[src/rtl/dmc_requester.sv]
// Load/store initiator for the two-bank data memory controller.
// Queues requests in order, enforces turnaround beats, returns load data in issue order.
module dmc_requester #(
    parameter int QDEPTH = 4,
    parameter int RD_LAT = 2
) (
    input  logic       clk,
    input  logic       rst,
    input  logic       req_valid,
    output logic       req_ready,
    input  logic       req_write,
    input  logic       req_bank,
    input  logic [7:0] req_addr,
    input  logic [7:0] req_wdata,
    output logic       mem_select,
    output logic       write_enable,
    output logic [7:0] add_ex,
    output logic [7:0] data_ex,
    input  logic [7:0] mem_rdata,
    output logic       resp_valid,
    output logic [7:0] resp_data,
    output logic       resp_bank,
    output logic [7:0] resp_addr
);

    localparam int AW = $clog2(QDEPTH);
    localparam int CW = AW + 1;

    typedef struct packed {
        logic       write;
        logic       bank;
        logic [7:0] addr;
        logic [7:0] wdata;
    } entry_t;

    typedef enum logic [1:0] {
        BEAT_HOLD,
        BEAT_TURN,
        BEAT_ISSUE
    } beat_t;

    entry_t        queue [QDEPTH];
    entry_t        head;
    logic [AW-1:0] wr_ptr;
    logic [AW-1:0] rd_ptr;
    logic [CW-1:0] count;
    logic          last_dir;
    logic          last_was_issue;
    beat_t         beat;
    logic          push;
    logic          pop;

    logic [RD_LAT:0] pipe_valid;
    logic [RD_LAT:0] pipe_bank;
    logic [7:0]      pipe_addr [RD_LAT+1];

    assign head      = queue[rd_ptr];
    assign req_ready = !rst && (count < CW'(QDEPTH));
    assign push      = req_valid && req_ready;
    assign pop       = (beat == BEAT_ISSUE);

    // A direction change right after an issued beat must repeat that beat once
    always_comb begin
        beat = BEAT_HOLD;
        if (count != '0) begin
            if ((head.write != last_dir) && last_was_issue) begin
                beat = BEAT_TURN;
            end else begin
                beat = BEAT_ISSUE;
            end
        end
    end

    always_ff @(posedge clk) begin
        if (push) begin
            queue[wr_ptr] <= {req_write, req_bank, req_addr, req_wdata};
        end
    end

    always_ff @(posedge clk or posedge rst) begin
        if (rst) begin
            wr_ptr         <= '0;
            rd_ptr         <= '0;
            count          <= '0;
            mem_select     <= 1'b0;
            write_enable   <= 1'b0;
            add_ex         <= '0;
            data_ex        <= '0;
            last_dir       <= 1'b0;
            last_was_issue <= 1'b0;
        end else begin
            if (push) begin
                wr_ptr <= wr_ptr + AW'(1);
            end
            if (pop) begin
                rd_ptr       <= rd_ptr + AW'(1);
                mem_select   <= head.bank;
                write_enable <= head.write;
                add_ex       <= head.addr;
                data_ex      <= head.wdata;
                last_dir     <= head.write;
            end
            count          <= count + CW'(push) - CW'(pop);
            last_was_issue <= pop;
        end
    end

    // Only issued reads are tracked; repeated read beats never respond
    always_ff @(posedge clk or posedge rst) begin
        if (rst) begin
            pipe_valid <= '0;
            pipe_bank  <= '0;
            for (int i = 0; i <= RD_LAT; i++) begin
                pipe_addr[i] <= '0;
            end
            resp_valid <= 1'b0;
            resp_data  <= '0;
            resp_bank  <= 1'b0;
            resp_addr  <= '0;
        end else begin
            pipe_valid[0] <= pop && !head.write;
            pipe_bank[0]  <= head.bank;
            pipe_addr[0]  <= head.addr;
            for (int i = 1; i <= RD_LAT; i++) begin
                pipe_valid[i] <= pipe_valid[i-1];
                pipe_bank[i]  <= pipe_bank[i-1];
                pipe_addr[i]  <= pipe_addr[i-1];
            end
            resp_valid <= pipe_valid[RD_LAT];
            if (pipe_valid[RD_LAT]) begin
                resp_data <= mem_rdata;
                resp_bank <= pipe_bank[RD_LAT];
                resp_addr <= pipe_addr[RD_LAT];
            end
        end
    end

endmodule
[config.mk]
export PLATFORM = sky130hd
export DESIGN_NAME = dmc_requester
export DESIGN_NICKNAME = d
export VERILOG_FILES = /design/src/rtl/dmc_requester.sv
export SDC_FILE = /design/constraint.sdc
export NUM_CORES = 1
export LEC_CHECK = 0
export CAP_MARGIN = 20
export CORE_ASPECT_RATIO = 2
export CORE_UTILIZATION = 35
export DETAILED_ROUTE_END_ITERATION = 16
export MAX_ROUTING_LAYER = met4
export PLACE_DENSITY = 0.61
export SLEW_MARGIN = 15
export SYNTH_ARGS = -nofsm -noshare
export SYNTH_HDL_FRONTEND = slang
export SYNTH_SLANG_ARGS = --single-unit
[constraint.sdc]
create_clock -name clk -period 6.3 [get_ports clk]
set_clock_uncertainty 0.15 [all_clocks]
set_input_delay 1.26 -clock clk [delete_from_list [all_inputs] [get_ports clk]]
set_output_delay 1.26 -clock clk [all_outputs]
set_load 0.01 [all_outputs]
### Yosys cells after proc, flatten, opt, wreduce, memory -nomap -nowiden

Memories as Yosys holds them, arrays and structs flattened.
Cells that the tools add are included.

| word-level totals | value |
|---|---|
| memories | 1 |
| bits in latches | 0 |
| input port bits | 29 |
| flip-flop bits (word level) | 74 |
| memory bits (read-only) | 0 |
| output and inout bits | 37 |
| word-level logic and storage cells | 36 |
| RAM bits | 72 |

Memory list:

| name | depth | width | read ports | clocked after Yosys merged registers in | write ports | RTL line | RTL |
|---|---|---|---|---|---|---|---|
| queue | 4 | 18 | 1 | 0 | 1 | 42 | `entry_t queue [QDEPTH];` |

| cells by class | value |
|---|---|
| multipliers | 0 |
| muxes and demuxes | 4 |
| reduce and logical (&&, ||, !) cells | 7 |
| bitwise gates (word level) | 0 |
| order comparisons | 1 |
| add/subtract/negate cells | 4 |
| shift-type cells | 0 |
| div/mod/pow operators | 0 |
| eq/ne operators | 2 |

Operator list:

| operator | count |
|---|---|
| 2-bit by 1-bit adder with 2-bit output (second input constant) | 2 |
| 1-bit logical AND | 4 |
| 2-bit 2-to-1 mux | 2 |
| 3-bit by 1-bit adder with 3-bit output | 1 |
| 3-bit < comparator (second input constant) | 1 |
| 3-bit nonzero test | 1 |
| 3-bit by 1-bit subtractor with 3-bit output | 1 |
| 2-bit == test (second input constant) | 1 |
| 1-bit zero test | 2 |
| 1-bit 2-to-1 mux | 2 |
| 1-bit != test | 1 |

### Depth between registers and ports, before layout

Gate-level depths: netlist (run 1).
An unclocked memory read counts as a cell.

| depth | value |
|---|---|
| depth after elaboration | 7 |
| gate-level depth with buffers | 11 |
| mapped depth without buffers | 9 |

### Least setup slack after synthesis (run 1)

OpenSTA, ideal clock, no wires.

| timing | value |
|---|---|
| path kind | in2reg |
| start | input port rst |
| end | register count[2] |
| buffers on the path | 1 |
| data arrival time | 2847 ps |
| required time | 6026 ps |
| stages on the path | 9 |
| setup slack | 3179 ps |
| library setup time | 124 ps |
| cell sequence | nor2_1 > and2_1 > clkbuf_1 > xor2_1 > ha_1 > inv_1 > fa_1 > xnor2_1 > xnor2_1 |

| on the way | value |
|---|---|
| cells in the longest elaborated chain, start to end | 5 |

RTL lines:

| what | RTL line | RTL |
|---|---|---|
| from (decl) | 8 | `input logic rst,` |
| 1-bit zero test (no source line) | -- |  |
| 1-bit logical AND | 58 | `assign req_ready = !rst && (count < CW'(QDEPTH));` |
| 1-bit logical AND | 59 | `assign push = req_valid && req_ready;` |
| 3-bit by 1-bit adder with 3-bit output | 103 | `count <= count + CW'(push) - CW'(pop);` |
| 3-bit by 1-bit subtractor with 3-bit output | 103 |  |
| to (signal assigned) | 103 |  |
| to (decl) | 46 | `logic [CW-1:0] count;` |

No other way between the ends.
A chain may end at the register's enable or synchronous reset.

### Worst setup path after layout (run 1)

| timing | value |
|---|---|
| start | input port rst |
| end | output port req_ready |

| on the way | value |
|---|---|
| cells in the longest elaborated chain, start to end | 2 |

RTL lines:

| what | RTL line | RTL |
|---|---|---|
| 1-bit zero test (no source line) | -- |  |
| 1-bit logical AND | 58 |  |
| to (decl) | 10 | `output logic req_ready,` |

No other way between the ends.

==> results of run 1 <==
==> cells in the mapped netlist (2+ instances only) <==
cell	number	area share [%]
o21ai_0	2	0.19
buf_6	3	0.65
edfxtp_1	72	41
clkbuf_1	4	0.29
xnor2_1	5	0.84
mux4_2	17	7.3
dfrtp_1	74	35
ha_1	5	1.2
xor2_1	2	0.33
and3_1	4	0.48
mux2_4	16	4.6
inv_1	6	0.43
nand2_1	4	0.29
buf_2	2	0.19
mux2_2	18	3.9
mux2i_1	2	0.38
==> cell families (layout without fill, tap and decap cells) <==
group / count (synthesis) / after routing
mux: 54 / 54
compound gates: 6 / 6
flops: 146 / 146
simple gates: 14 / 14
xor+xnor: 7 / 7
buf+inv: 15 / 106
fa+ha+maj: 6 / 6
==> placed cells by master (no fill, tap or decap), types with 2 or more instances in the layout <==
cell type and n:
xor2_1 2, inv_1 5, clkbuf_16 17, mux2_2 18, o21ai_0 2, nand2_1 4, bufinv_16 3, ha_1 5
edfxtp_1 72, clkdlybuf4s50_1 65, mux2i_1 2, mux2_4 16, buf_4 3, clkinv_2 5, xnor2_1 5, dfrtp_1 74
clkinvlp_4 3, mux4_2 17, clkinv_4 2, and3_1 4, clkinv_1 2
==> where the power goes <==
group          leakage [nW]  internal [mW]  switching [mW]
sequential             1.52           1.29           0.166
combinational         0.750          0.667           0.405
clock                 0.284          0.618           0.377
==> area by class of cell <==
type | instances | area, µm²
fill | 1281 | 7810
sequential | 146 | 4010
multi-input combinational | 87 | 1150
timing repair buffer | 68 | 673
clock buffer | 17 | 425
tap | 192 | 240
clock inverter | 15 | 166
inverter | 6 | 23.8
==> state kept, by name, summed over array words and instances, names as in the netlist <==
| register | flops |
|---|---|
| last_was_issue | 1 |
| add_ex | 8 |
| resp_bank | 1 |
| resp_valid | 1 |
| count | 3 |
| resp_addr | 8 |
| wr_ptr | 2 |
| pipe_addr | 24 |
| data_ex | 8 |
| rd_ptr | 2 |
| queue | 72 |
| pipe_bank | 3 |
| pipe_valid | 3 |
| resp_data | 8 |
| last_dir | 1 |
| mem_select | 1 |
==> metal layers <==
metal	up-vias	GRT usage (%)	wire (µm)
met5	-	-	0
met4	0	7.12	244
met3	14	3.59	335
met2	63	21.4	4760
met1	1233	12.7	3140
li1	1088	-	-
==> path summary, 6_finish.rpt <==
path                            slack [ns]                      end  cells after the start
worst max-delay path                  2.33                req_ready                      3
worst min-delay path                  0.19  pipe_addr[12]$_DFF_PP0_                      0
worst max register to register        3.13       count[1]$_DFF_PP0_                      7
worst min register to register        0.19  pipe_addr[12]$_DFF_PP0_                      0
max in group asynchronous             4.04   pipe_addr[9]$_DFF_PP0_                      3
min in group asynchronous             1.32    wr_ptr[1]$_DFFE_PP0P_                      3
==> impl_metrics.yaml, run 1 <==
clocking:
  cts-root-buf: "clkbuf_16"
  cts_setup_buffers: 0
  cts_made_buffers: 17
  cts_tree: "yes"
  cts_max_path_buffers: 2
  hold_buffers: 0
  cts.htree.levels: 4
  numClockSinks: 146
  clk_pin_slew_worst_paths_ns: 0.06
  clk_latency_ns: 0.41
  cts_resized: 0
hold_path:
  min_from: "pipe_addr[20]$_DFF_PP0_"
  worstHoldPathType: "reg2reg"
global_routing:
  grt_pass1_vias: 2572
  grt_max_degree: 75
  grt_antenna_before_repair: 0
  grt.overflow.total: 0
  track_usage_pct: 12.7
  grt_pass1_wl_um: 13500
detailed_routing:
  drt-total-wl_um: 8480
  wl_per_cell_um: 16.0
  drc: 0
  vias_per_cell: 4.52
  first_iter_violations: 61
  vias: 2398
  first_pass_iters: 4
  ant_nets: 0
yosys:
  synth_top_family_by_area: "multiplexers"
  synthMuxAreaShare_pct: 16.6
  synth_seq_cells: 146
  synth_compound_area_share_pct: 0.932
  synth_fp_nets: 283
  synth_area_um2: 5230
  synth-edff-count: 72
  synth_cell_types: 28
  async_reset_ff_share_pct: 50.7
  synthXorXnorAreaFrac_pct: 1.17
  postSynthAreaPerCell_um2: 21.1
  synthCells: 248
  yosysSeqAreaShare_pct: 76.7
  ys_warn_count: 0
  synth_simple_gate_area_share_pct: 1.48
  synthAdderAreaFrac_pct: 1.58
  synthFlopType: "dfrtp_1"
setup_path:
  crit_chain: "clkdlybuf4s50_1 > nor2_1 > clkdlybuf4s50_1"
  crit_slowest_cell: "clkdlybuf4s50_1"
  path_class: "in2out"
  required_ns: 4.89
  endpoint_kind: "primary output"
  startpoint: "rst"
  worst_setup_path_start_kind: "input port"
  slowest_delay_ns: 0.60
  critical_path_peak_fanout: 6
  crit_family: "buffers and inverters"
  r2r_start: "rd_ptr[1]$_DFFE_PP0N_"
  arrival_ns: 2.56
  cp_num_buf_inv: 2
  cpMostUsedCell: "clkdlybuf4s50_1"
floorplan:
  fp.dieH_um: 175
  dieArea_um2: 15500
  io_pins: 66
  die_x_um: 88.5
  num_rows: 62
  coreArea_um2: 14500
  start_util_pct: 36.1
sta:
  fin_crit_ns: 3.97
  hold_slack_ns: 0.192
  hold_viol_final: 0
  relSlewSlack_pct: 34.7
  drv_slew: 0
  setup_tns_ns: 0
  fmax_ghz: 0.252
  worst_slew_pin_slew_ns: 0.980
  final.period_utilization_pct: 63.0
  setup_viol: 0
  post-route-worst-setup-slack_ns: 2.33
  grt_setup_unrepaired: "false"
finish:
  layout.nets: 361
  final_cells: 531
  n_antenna_cell: 0
  final_util_pct: 46.1
  drive_gt1_share_pct: 25.7
  syn_to_final_growth_pct: 27.9
  final_area_um2: 6690
run_status:
  status: "complete, no violations"
place:
  gp_congestion: 0.688
  dp_hpwl_um: 5360
  placed_cell_area_um2: 6100
  place_inst: 499
  dp_slack_ns: 2.31
  portBuffers: 65
power_and_ir_drop:
  power.density_nw_per_um2: 527
  p_leak_nw: 2.55
  ir_drop_v: 0.000230
  power_mw: 3.53
flow_run:
  maxCapViolations: 0
No activity file was read; power rests on OpenSTA's default activity.
==> run 2: changes to the inputs <==
clock period = 3.85 ns   (was 6.3 ns; I/O delays follow)
==> run 2 against run 1 <==
Effect of this change:
- sequential share of layout area unchanged
- non-clock buffer count increased by 6
- via count increased by 4.0%
- clock power increased by 51%
- total power increased by 61%
==> impl_metrics.yaml, run 2 (same netlist as run 1, synthesis figures left out) <==
run_status:
  status: "complete, no violations"
sta:
  fmax_ghz: 0.334
  post-route-worst-setup-slack_ns: 0.856
  grt_setup_unrepaired: "false"
  hold_viol_final: 0
  hold_slack_ns: 0.192
  setup_tns_ns: 0
  worst_slew_pin_slew_ns: 0.769
  final.period_utilization_pct: 77.8
  setup_viol: 0
  relSlewSlack_pct: 48.4
  drv_slew: 0
  fin_crit_ns: 2.99
detailed_routing:
  vias_per_cell: 4.64
  drc: 0
  drt-total-wl_um: 9130
  first_iter_violations: 137
  vias: 2493
  wl_per_cell_um: 17.0
  ant_nets: 0
  first_pass_iters: 4
global_routing:
  grt_max_degree: 29
  grt_pass1_wl_um: 14800
  track_usage_pct: 13.8
  grt_antenna_before_repair: 0
  grt_pass1_vias: 2768
  grt.overflow.total: 0
power_and_ir_drop:
  power_mw: 5.68
  p_leak_nw: 2.56
  ir_drop_v: 0.000349
  power.density_nw_per_um2: 849
place:
  dp_hpwl_um: 6040
  dp_slack_ns: 0.787
  gp_congestion: 0.677
  portBuffers: 65
  place_inst: 505
finish:
  drive_gt1_share_pct: 26.7
  largest-register: "queue"
  layout.nets: 367
  largest_reg_flops: 72
  final_common_cell: "dfrtp_1"
  n_antenna_cell: 0
  final_cells: 537
  top_regs: "queue x72, pipe_addr x24"
  multi_input_area_um2: 1150
  final-seq-area_um2: 4010
  syn_to_final_growth_pct: 27.9
  layout_common_cells: "dfrtp_1 (74), edfxtp_1 (72), clkdlybuf4s50_1 (65), mux2_2 (18)"
  fill_cells: 1276
clocking:
  cts_max_path_buffers: 2
  cts.htree.levels: 4
  clk_pin_slew_worst_paths_ns: 0.06
  cts_tree: "yes"
  hold_buffers: 0
  numClockSinks: 146
  cts_setup_buffers: 0
  clk_latency_ns: 0.41
  cts_resized: 0
  cts-root-buf: "clkbuf_16"
  cts_made_buffers: 17
setup_path:
  r2r_end: "count[2]$_DFF_PP0_"
  startpoint: "rd_ptr[1]$_DFFE_PP0N_"
  crit_chain: "mux2i_1 > xnor2_1 > a311oi_4 > buf_4 > nor2b_1 > fa_1 > xnor2_1 > xnor2_1"
  arrival_ns: 3.18
  r2r_start: "rd_ptr[1]$_DFFE_PP0N_"
  worst-path-stages: 8
  worst_setup_path_start_kind: "register"
  cpMostUsedCell: "xnor2_1"
  crit_family: "flip-flops"
  crit_slowest_cell: "dfrtp_1"
  required_ns: 4.04
  cp_num_buf_inv: 1
  slowest_delay_ns: 0.76
  r2r_setup_slack_ns: 0.86
  critical_path_peak_fanout: 20
  ff2ff_path_depth: 8
  cp-endpoint: "count[2]$_DFF_PP0_"
  path_class: "reg2reg"
  endpoint_kind: "register"
floorplan:
  die_x_um: 88.5
  coreArea_um2: 14500
  fp.dieH_um: 175
  io_pins: 66
  start_util_pct: 36.1
  num_rows: 62
  dieArea_um2: 15500
flow_run:
  maxCapViolations: 0
hold_path:
  worstHoldPathType: "reg2reg"
  min_from: "pipe_valid[1]$_DFF_PP0_"
## run 2: how the worst min path moves through the flow
stage,end,slack [ns],depth (start not counted)
global route,pipe_valid[2]$_DFF_PP0_,0.20,0
global placement,pipe_addr[2]$_DFF_PP0_,0.18,0
floorplan,pipe_addr[0]$_DFF_PP0_,0.18,0
finish,pipe_valid[2]$_DFF_PP0_,0.19,0
CTS,pipe_valid[2]$_DFF_PP0_,0.19,0
detailed placement,pipe_addr[14]$_DFF_PP0_,0.18,0
## run 2: worst register-to-register path, delay by kind of cell (launching register included)
family / cells / cell delay [ns]
mux: 1 / 0.35
flops: 1 / 0.76
buf+inv: 1 / 0.41
fa+ha+maj: 1 / 0.21
xor+xnor: 3 / 0.42
compound gates: 1 / 0.36
simple gates: 1 / 0.25
## run 2: layout make-up
| type | count | area share, % |
|---|---|---|
| repair buffers | 74 | 10.7 |
| clock buffers | 18 | 6.41 |
| clock inverters | 14 | 1.76 |
| well taps | 192 | 3.59 |
| multi-input cells | 87 | 17.2 |
| inverters | 6 | 0.355 |
| flip-flops and latches | 146 | 60.0 |
## run 2: power by group
part	total, mW	switching [mW]	internal, mW
registers	2.40	0.287	2.11
logic	1.78	0.677	1.10
clock network	1.50	0.622	0.882
total	5.68	1.59	4.10
## run 2: layer usage
metal / vias to the layer above / track usage [%] / share of wire, % / routed length, µm
li1: 1110 / - / - / -
met2: 68 / 23.5 / 57 / 5180
met4: 0 / 6.92 / 2.7 / 244
met1: 1297 / 14.3 / 37 / 3410
met3: 18 / 3.73 / 3.3 / 304
met5: - / - / 0 / 0
## run 2: per-stage QoR
step,utilization [%],instance area (µm²)
3_3_place_gp,42.4,6150
3_5_place_dp,42.4,6150
4_1_cts,46.1,6690
5_1_grt,46.1,6690
6_report,46.1,6690
2_1_floorplan,-,5230
==> run 3: changes to the inputs <==
PLACE_DENSITY = 0.63   (was 0.61)
clock period = 2.7 ns   (was 3.85 ns; I/O delays follow)
==> run 3 against run 2 <==
Effect of this change:
- cell count increased by 0.93%
- first-iteration DRC count is 18% lower
- sequential share of layout area fell by 0.89 points
- wire length down 1.8%
- die area stayed put
- register-to-register slack got worse by 0.67 ns
- highest routed layer unchanged
- critical endpoint unchanged
- count of clock-buffer cells in the layout fell by 1
- sequential power up 40%
- maximum frequency increased by 19%
- flip-flop and latch count is the same
==> impl_metrics.yaml, run 3 (same netlist as run 1, synthesis figures left out) <==
detailed_routing:
  first_iter_violations: 113
  vias_per_cell: 4.54
  ant_nets: 0
  wl_per_cell_um: 16.5
  drt-total-wl_um: 8970
  drc: 0
  first_pass_iters: 4
  vias: 2461
power_and_ir_drop:
  power.density_nw_per_um2: 1230
  p_leak_nw: 2.60
  intPower_mw: 6.07
  sw_frac_of_total_pct: 27.4
  p_comb_share_pct: 31.3
  p_sw_mw: 2.29
  ir_drop_v: 0.000506
  pwr-share-clk_pct: 28.5
  pwr-share-seq_pct: 40.2
finish:
  drive_gt1_share_pct: 27.9
  largest_reg_flops: 72
  final_util_pct: 46.8
  syn_to_final_growth_pct: 29.8
  final_common_cell: "dfrtp_1"
  layout_common_cells: "dfrtp_1 (73), edfxtp_1 (72), clkdlybuf4s50_1 (65), mux2_2 (18)"
  largest-register: "queue"
  fill_cells: 1275
  top_regs: "queue x72, pipe_addr x24"
  layout.nets: 370
setup_path:
  worst_setup_path_start_kind: "register"
  required_ns: 2.88
  crit_family: "XOR/XNOR gates"
  slowest_delay_ns: 0.42
  endpoint_kind: "register"
  path_class: "reg2reg"
  arrival_ns: 2.70
  critical_path_peak_fanout: 3
  crit_chain: "mux2i_2 > xnor2_1 > a311oi_4 > xor2_1 > ha_1 > inv_1 > fa_1 > xnor2_1 > xnor2_1"
  crit_slowest_cell: "dfrtp_2"
  cp_num_buf_inv: 1
  cpMostUsedCell: "xnor2_1"
place:
  dp_hpwl_um: 5730
  gp_congestion: 0.692
  portBuffers: 65
global_routing:
  grt.overflow.total: 0
  grt_antenna_before_repair: 2
  grt_pass1_vias: 2701
  track_usage_pct: 13.4
  grt_pass1_wl_um: 14400
  grt_max_degree: 40
run_status:
  status: "complete, no violations"
clocking:
  cts_made_buffers: 17
  cts-root-buf: "clkbuf_16"
  numClockSinks: 146
  cts_tree: "yes"
  cts_setup_buffers: 0
  clk_latency_ns: 0.41
  clk_pin_slew_worst_paths_ns: 0.06
  cts.htree.levels: 4
  cts_max_path_buffers: 2
sta:
  fmax_ghz: 0.397
  fin_crit_ns: 2.52
  relSlewSlack_pct: 51.0
  hold_viol_final: 0
  worst_slew_pin_slew_ns: 0.734
  drv_slew: 0
  setup_viol: 0
  setup_tns_ns: 0
  grt_setup_unrepaired: "false"
  final.period_utilization_pct: 93.2
hold_path:
  worstHoldPathType: "reg2reg"
floorplan:
  start_util_pct: 36.1
  io_pins: 66
  fp.dieH_um: 175
  num_rows: 62
  die_x_um: 88.5
  coreArea_um2: 14500
  dieArea_um2: 15500
flow_run:
  maxCapViolations: 0
## run 3: cell types whose count changed in the layout (fill, tap and decap cells not counted), sizes merged
cell      change
buf           +3
inv           +6
clkbuf        -1
diode         +2
bufinv        +2
clkinvlp      -1
clkinv        -6
## run 3: what timing repair did
item,CTS,global route
resized for setup,0,2
hold buffers,0,0
setup endpoints to repair,0,1
endpoints found under the hold margin,0,0
## run 3: final timing paths
path,start,end,slack [ns],depth (start not counted)
max in group asynchronous,rst,rd_ptr[1]$_DFFE_PP0N_,1.46,3
min,pipe_addr[12]$_DFF_PP0_,pipe_addr[4]$_DFF_PP0_,0.19,0
max,rd_ptr[1]$_DFFE_PP0N_,count[2]$_DFF_PP0_,0.18,9
min reg2reg,pipe_addr[12]$_DFF_PP0_,pipe_addr[4]$_DFF_PP0_,0.19,0
max reg2reg,rd_ptr[1]$_DFFE_PP0N_,count[2]$_DFF_PP0_,0.18,9
min in group asynchronous,rst,wr_ptr[1]$_DFFE_PP0P_,0.35,2
## run 3: area by class of cell
type                       instances  area (µm²)  share of cell area [%]
antenna                            2        5.00                  0.0737
clock buffer                      17         425                    6.26
clock inverter                    15         179                    2.63
inverter                           6        23.8                   0.350
multi-input combinational         87        1150                    17.0
sequential                       146        4020                    59.1
tap                              192         240                    3.54
timing repair buffer              77         753                    11.1
## run 3: metal layers
layer	track usage [%]	routed length [µm]	vias up	part of all wire [%]
li1	-	-	1109	-
met1	14.5	3440	1277	38
met2	21.9	4900	57	55
met3	3.50	282	18	3.1
met4	7.59	338	0	3.8
met5	-	0	-	0
## run 3: stage by stage
step	cell area, µm²	hold slack, ns	total power, mW	worst slack [ns]	cells
6_report	6800	0.193	8.36	0.184	542
5_1_grt	6800	0.197	8.82	0.0228	542
4_1_cts	6790	0.194	8.49	0.118	540
3_5_place_dp	6180	0.185	6.08	0.109	508
3_3_place_gp	6180	0.181	5.98	0.177	508
2_1_floorplan	5230	0.181	5.07	0.128	248
## run 3: power by group through the flow
stage / combinational (mW) / clock, mW / sequential, mW
4_1_cts: 2.67 / 2.44 / 3.37
6_report: 2.62 / 2.38 / 3.36
5_1_grt: 2.85 / 2.53 / 3.45
2_1_floorplan: 1.65 / 0 / 3.42
3_5_place_dp: 2.67 / 0 / 3.41
3_3_place_gp: 2.60 / 0 / 3.38
==> RTL edit 1, RTL diff (config.mk and constraints of run 2) <==
The parameter `RD_LAT` goes from 2 to 4.
--- a/src/rtl/dmc_requester.sv
+++ b/src/rtl/dmc_requester.sv
@@ -2,7 +2,7 @@
 // Queues requests in order, enforces turnaround beats, returns load data in issue order.
 module dmc_requester #(
     parameter int QDEPTH = 4,
-    parameter int RD_LAT = 2
+    parameter int RD_LAT = 4
 ) (
     input  logic       clk,
     input  logic       rst,
Behaviour: not the same (a bounded check fails within 10 cycles, from zero or initial values and one cycle with rst high).
==> RTL edit 1 against run 2 <==
  * Worst setup slack worse by 0.036 ns
  * Hold slack better by 0.0012 ns
  * Area after synthesis is 9.6% higher
  * Total power is 8.1% higher
  * Cell area is 8.1% higher
  * Wire length is 2.3% higher
  * Sequential cell count is 20 higher
  * Count of clock-buffer cells in the layout is 1 lower
  * Cell count is 5.2% higher
  * Highest routed layer unchanged
==> RTL edit 1: results (changes against run 2) <==
stage,metric,value,unit,change
grt,track_usage,12.7,%,-1.1 points
critical_path,crit_path_max_fanout,6,,-70%
critical_path,cp-endpoint,req_ready,,
cells_and_area,reg_top3,"queue x72, pipe_addr x40",,
critical_path,critPathLaunch,rst,,
clock_tree,cts_root_buf,clkbuf_16,,
yosys,seq_area_frac_synth,78.7,%,+2.0 points
yosys,synthXorXnorAreaFrac,1.07,%,-0.10 points
cells_and_area,nets,386,,+5.2%
yosys,synth_compound_area_share,0.851,%,-0.081 points
grt,grt_max_degree,54,,+86%
cells_and_area,drive_gt1_share,25.8,%,-0.84 points
power_and_ir_drop,vdd_drop_max,0.000378,V,+8.2%
clock_tree,clk-insertion-delay-late,0.42,ns,
yosys,synthTopCellsByArea,"dfrtp_1, edfxtp_1, mux4_2",,
route,drt_iter0_drc,51,,-63%
yosys,netlist_top_cells_count,"dfrtp_1, edfxtp_1, mux2_2",,
power_and_ir_drop,swShare,27.8,%,-0.13 points
critical_path,rr_worst_depth,8,,unchanged
sta,relSlewSlack,51.3,%,+3.0 points
power_and_ir_drop,cellLeakagePower,2.81,nW,+9.9%
yosys,mappedNetlistNets,303,,+7.1%
route,detail-route-antenna-nets,0,,unchanged
outcome,status,completed,,
route,vias,2570,,+3.1%
place,hpwl,6.05,mm,about the same
yosys,synthAdderAreaFrac,1.44,%,-0.14 points
place,io_buffers,65,,unchanged
yosys,yosysUniqueCellTypes,28,,unchanged
critical_path,critPathArrivalTime,2.11,ns,-1.07 ns
route,drt_wl_total,9.35,mm,+2.3%
place,place_congestion,0.647,,-4.4%
grt,grt_pass1_wl,15.2,mm,+2.7%
clock_tree,cts_htree_levels,4,,unchanged
critical_path,rrSetupSlack,1.16,ns,+0.30 ns
yosys,synth.area.mux_share,15.1,%,-1.4 points
yosys,async_flop_share,56.6,%,+5.9 points
min_path,hp-class,reg2reg,,
grt,grt_pass1_vias,2933,,+6.0%
critical_path,worstReg2RegStart,rd_ptr[0],,
RTL edit 1: cell count changes in the layout (fill, tap and decap cells not counted), moves of 2 or more:
cell / run 2 / this run
inv_6: 0 / 3
clkinv_1: 2 / 0
inv_8: 0 / 2
buf_4: 9 / 7
clkinv_2: 4 / 2
dfrtp_1: 74 / 94
RTL edit 1: worst min-delay path by stage:
| stage | to | from | slack, ns | cells after the start |
|---|---|---|---|---|
| 6_report | pipe_addr[20] | pipe_addr[28] | 0.19 | 0 |
| 5_1_grt | pipe_addr[15] | pipe_addr[23] | 0.20 | 0 |
| 4_1_cts | pipe_addr[20] | pipe_addr[28] | 0.19 | 0 |
| 3_5_place_dp | pipe_addr[12] | pipe_addr[20] | 0.18 | 0 |
| 3_3_place_gp | pipe_addr[28] | pipe_addr[36] | 0.18 | 0 |
| 2_1_floorplan | pipe_addr[0] | pipe_addr[8] | 0.18 | 0 |
RTL edit 1: per-layer routing:
layer | GRT usage (%) | routed length [um]
met1 | 12.6 | 3460
met2 | 22.9 | 5420
met3 | 3.48 | 302
met4 | 5.31 | 164
met5 | - | 0
RTL edit 1: final cells by class:
cell class | instances | area [um^2]
clock buffer | 17 | 425
clock inverter | 15 | 146
fill | 1381 | 8620
inverter | 6 | 25.0
multi-input combinational | 87 | 1150
sequential | 166 | 4510
tap | 201 | 251
timing repair buffer | 73 | 723
RTL edit 1: kinds of logic (layout without fill, tap and decap cells):
family,count (synthesis),count (layout)
buf+inv,15,111
fa+ha+maj,6,6
xor+xnor,7,7
simple gates,14,14
compound gates,6,6
flops,166,166
mux,54,54
RTL edit 1: stage by stage:
step / setup slack, ns / instance area [um^2] / hold WS [ns] / std cells / utilization, %
after global routing: 0.737 / 7240 / 0.201 / 565 / 45.6
after detailed placement: 0.732 / 6660 / 0.185 / 533 / 42.0
final: 0.821 / 7240 / 0.194 / 565 / 45.6
after floorplan: 0.481 / 5730 / 0.181 / 268 / -
after global placement: 0.841 / 6660 / 0.182 / 533 / 42.0
after CTS: 0.807 / 7240 / 0.194 / 565 / 45.6
RTL edit 1: power groups by stage:
stage	Sequential [W]	Combinational, W	Clock, W
after floorplan	0.00273	0.00116	0
after global placement	0.00271	0.00181	0
after detailed placement	0.00276	0.00187	0
after CTS	0.00273	0.00187	0.00166
after global routing	0.00278	0.00198	0.00173
final	0.00271	0.00183	0.00161
RTL edit 1: worst max-delay path, stage by stage:
cell and delay, ns:
clkdlybuf4s50_1 0.46, nor2_1 0.28, clkdlybuf4s50_1 0.60
==> RTL edit 2, RTL diff (flow settings as in run 2) <==
Without the edit above. Make the reset (`rst`) synchronous in 2 clocked blocks.
--- a/src/rtl/dmc_requester.sv
+++ b/src/rtl/dmc_requester.sv
@@ -77,7 +77,7 @@
         end
     end
 
-    always_ff @(posedge clk or posedge rst) begin
+    always_ff @(posedge clk) begin
         if (rst) begin
             wr_ptr         <= '0;
             rd_ptr         <= '0;
@@ -106,7 +106,7 @@
     end
 
     // Only issued reads are tracked; repeated read beats never respond
-    always_ff @(posedge clk or posedge rst) begin
+    always_ff @(posedge clk) begin
         if (rst) begin
             pipe_valid <= '0;
             pipe_bank  <= '0;
Check against the original RTL: differs if rst is asserted again (counterexample within 4 cycles, from zero or initial values and one cycle with rst high); with rst held inactive, the same outputs for 10 cycles.
==> RTL edit 2 against run 2 <==
  * Hold slack better by 0.092 ns
  * Cell count is 13% higher
  * Wire length is 2.3% lower
  * Largest cell class unchanged
  * Area after synthesis is 0.86% lower
  * Sequential cell count is 2 higher
  * Synthesized cell count is 32% higher
  * Sequential power is 17% lower
  * Cell area is 0.60% lower
  * Total power is 18% lower
  * Worst setup slack better by 0.11 ns
  * First-iteration DRC count is 46% lower
  * Die area is 0.85% lower
  * Fmax is 3.9% higher
==> RTL edit 2: results (changes against run 2) <==
stage,metric,value,unit,change
critical_path,crit_path_max_fanout,8,,-60%
cells_and_area,drive_gt1_share,13.3,%,-13 points
place,place_area,6050,um^2,-1.6%
yosys,netlist_top_cells_count,"dfxtp_1, edfxtp_1, nor2_1",,
clock_tree,cts_root_buf,clkbuf_16,,
cells_and_area,layout.cells.non_filler,607,,+13%
place,io_buffers,65,,unchanged
clock_tree,cts_setup_buffers,0,,unchanged
yosys,yosysUniqueCellTypes,27,,-3.6%
route,vias,2742,,+10%
grt,antenna_found_initial,0,,unchanged
power_and_ir_drop,cellLeakagePower,2.37,nW,-7.1%
clock_tree,cts_htree_levels,4,,unchanged
cells_and_area,antenna_cells,0,,unchanged
grt,grt_pass1_vias,2840,,+2.6%
grt,grt_max_degree,75,,+160%
critical_path,slowest_stage,a311oi_4,,
outcome,status,completed,,
yosys,seq_area_frac_synth,71.0,%,-5.7 points
route,drt_iter0_drc,74,,-46%
cells_and_area,fill_cells,1306,,+2.4%
route,drt_wl_total,8.93,mm,-2.3%
clock_tree,clk-insertion-delay-late,0.41,ns,about the same
clock_tree,ctsResizeCount,0,,unchanged
grt,grt_pass1_wl,14.2,mm,-4.4%
yosys,yosysWarnings,0,,unchanged
clock_tree,clk_path_buf_depth,2,,unchanged
grt,track_usage,13.0,%,-0.87 points
place,hpwl,5.69,mm,-5.7%
min_path,hp-class,reg2reg,,
clock_tree,cts_buffers,17,,unchanged
yosys,syn_avg_cell_area,15.9,um^2,-25%
route,first_pass_iters,4,,unchanged
yosys,synthTopCellsByArea,"edfxtp_1, dfxtp_1, mux2i_1",,
yosys,mappedNetlistNets,362,,+28%
place,placed_cells,575,,+14%
sta,relSlewSlack,34.7,%,-14 points
critical_path,cp_slowest_stage_delay,0.60,ns,-0.16 ns
place,place_congestion,0.716,,+5.7%
cells_and_area,nets,437,,+19%
power_and_ir_drop,vdd_drop_max,0.000315,V,-9.7%
cells_and_area,reg_top3,"queue x72, pipe_addr x24",,
critical_path,critPathArrivalTime,2.99,ns,-0.19 ns
yosys,async_flop_share,0,%,-51 points
yosys,synth_edf_count,72,,unchanged
cells_and_area,largest_reg_flops,72,,unchanged
clock_tree,path_clk_slew,0.06,ns,about the same
## RTL edit 2: logic make-up after synthesis
logic type,Yosys count,share of synthesized area [%]
xor+xnor,6,1.01
buf+inv,22,2.07
compound gates,4,0.892
flops,148,71.0
simple gates,85,8.17
mux,56,15.3
fa+ha+maj,6,1.59
## RTL edit 2: report_power, final
group | switching [W] | internal, W | leakage, nW | total (W)
clock network | 0.000637 | 0.000989 | 0.302 | 0.00163
registers | 0.000120 | 0.00187 | 1.28 | 0.00199
logic | 0.000484 | 0.000578 | 0.796 | 0.00106
total | 0.00124 | 0.00343 | 2.37 | 0.00467
## RTL edit 2: worst paths after layout
kind / end / depth (start not counted) / from / slack (ns)
hold / removal: pipe_bank[1] / 1 / pipe_bank[0] / 0.28
setup / recovery: count[2] / 10 / flip-flop / 0.97
setup reg to reg: count[2] / 10 / flip-flop / 0.97
hold reg to reg: pipe_bank[1] / 1 / pipe_bank[0] / 0.28
## RTL edit 2: per-stage QoR
| step | worst slack, ns | total power [W] | hold WS (ns) |
|---|---|---|---|
| 6_report | 0.968 | 0.00467 | 0.285 |
| 5_1_grt | 0.718 | 0.00491 | 0.305 |
| 4_1_cts | 0.927 | 0.00475 | 0.287 |
| 3_5_place_dp | 0.901 | 0.00310 | 0.276 |
| 3_3_place_gp | 0.952 | 0.00307 | 0.266 |
| 2_1_floorplan | 1.11 | 0.00274 | 0.264 |
## RTL edit 2: worst max-delay path, delay by kind of cell, from the launching register on
kind / cells / cell delay [ns]
AO/OA/AOI/OAI: 1 / 0.60
adder cells (fa/ha/maj): 2 / 0.52
XOR/XNOR: 3 / 0.51
multiplexers: 2 / 0.47
flip-flops: 1 / 0.40
AND/OR/NAND/NOR: 1 / 0.05
buffers and inverters: 1 / 0.04
## RTL edit 2: area by class of cell
cell class / count / area (um^2) / area share, %
flip-flops and latches: 148 / 3680 / 55.4
multi-input cells: 157 / 1400 / 21.0
repair buffers: 73 / 706 / 10.6
clock buffers: 23 / 532 / 7.99
well taps: 192 / 240 / 3.61
clock inverters: 9 / 75.1 / 1.13
inverters: 5 / 18.8 / 0.282
## RTL edit 2: layer usage
metal / vias up / GRT usage (%) / wire length [um]
li1: 1313 / - / -
met1: 1358 / 12.8 / 3410
met2: 56 / 23.0 / 5050
met3: 15 / 3.32 / 276
met4: 0 / 5.98 / 193
met5: - / - / 0
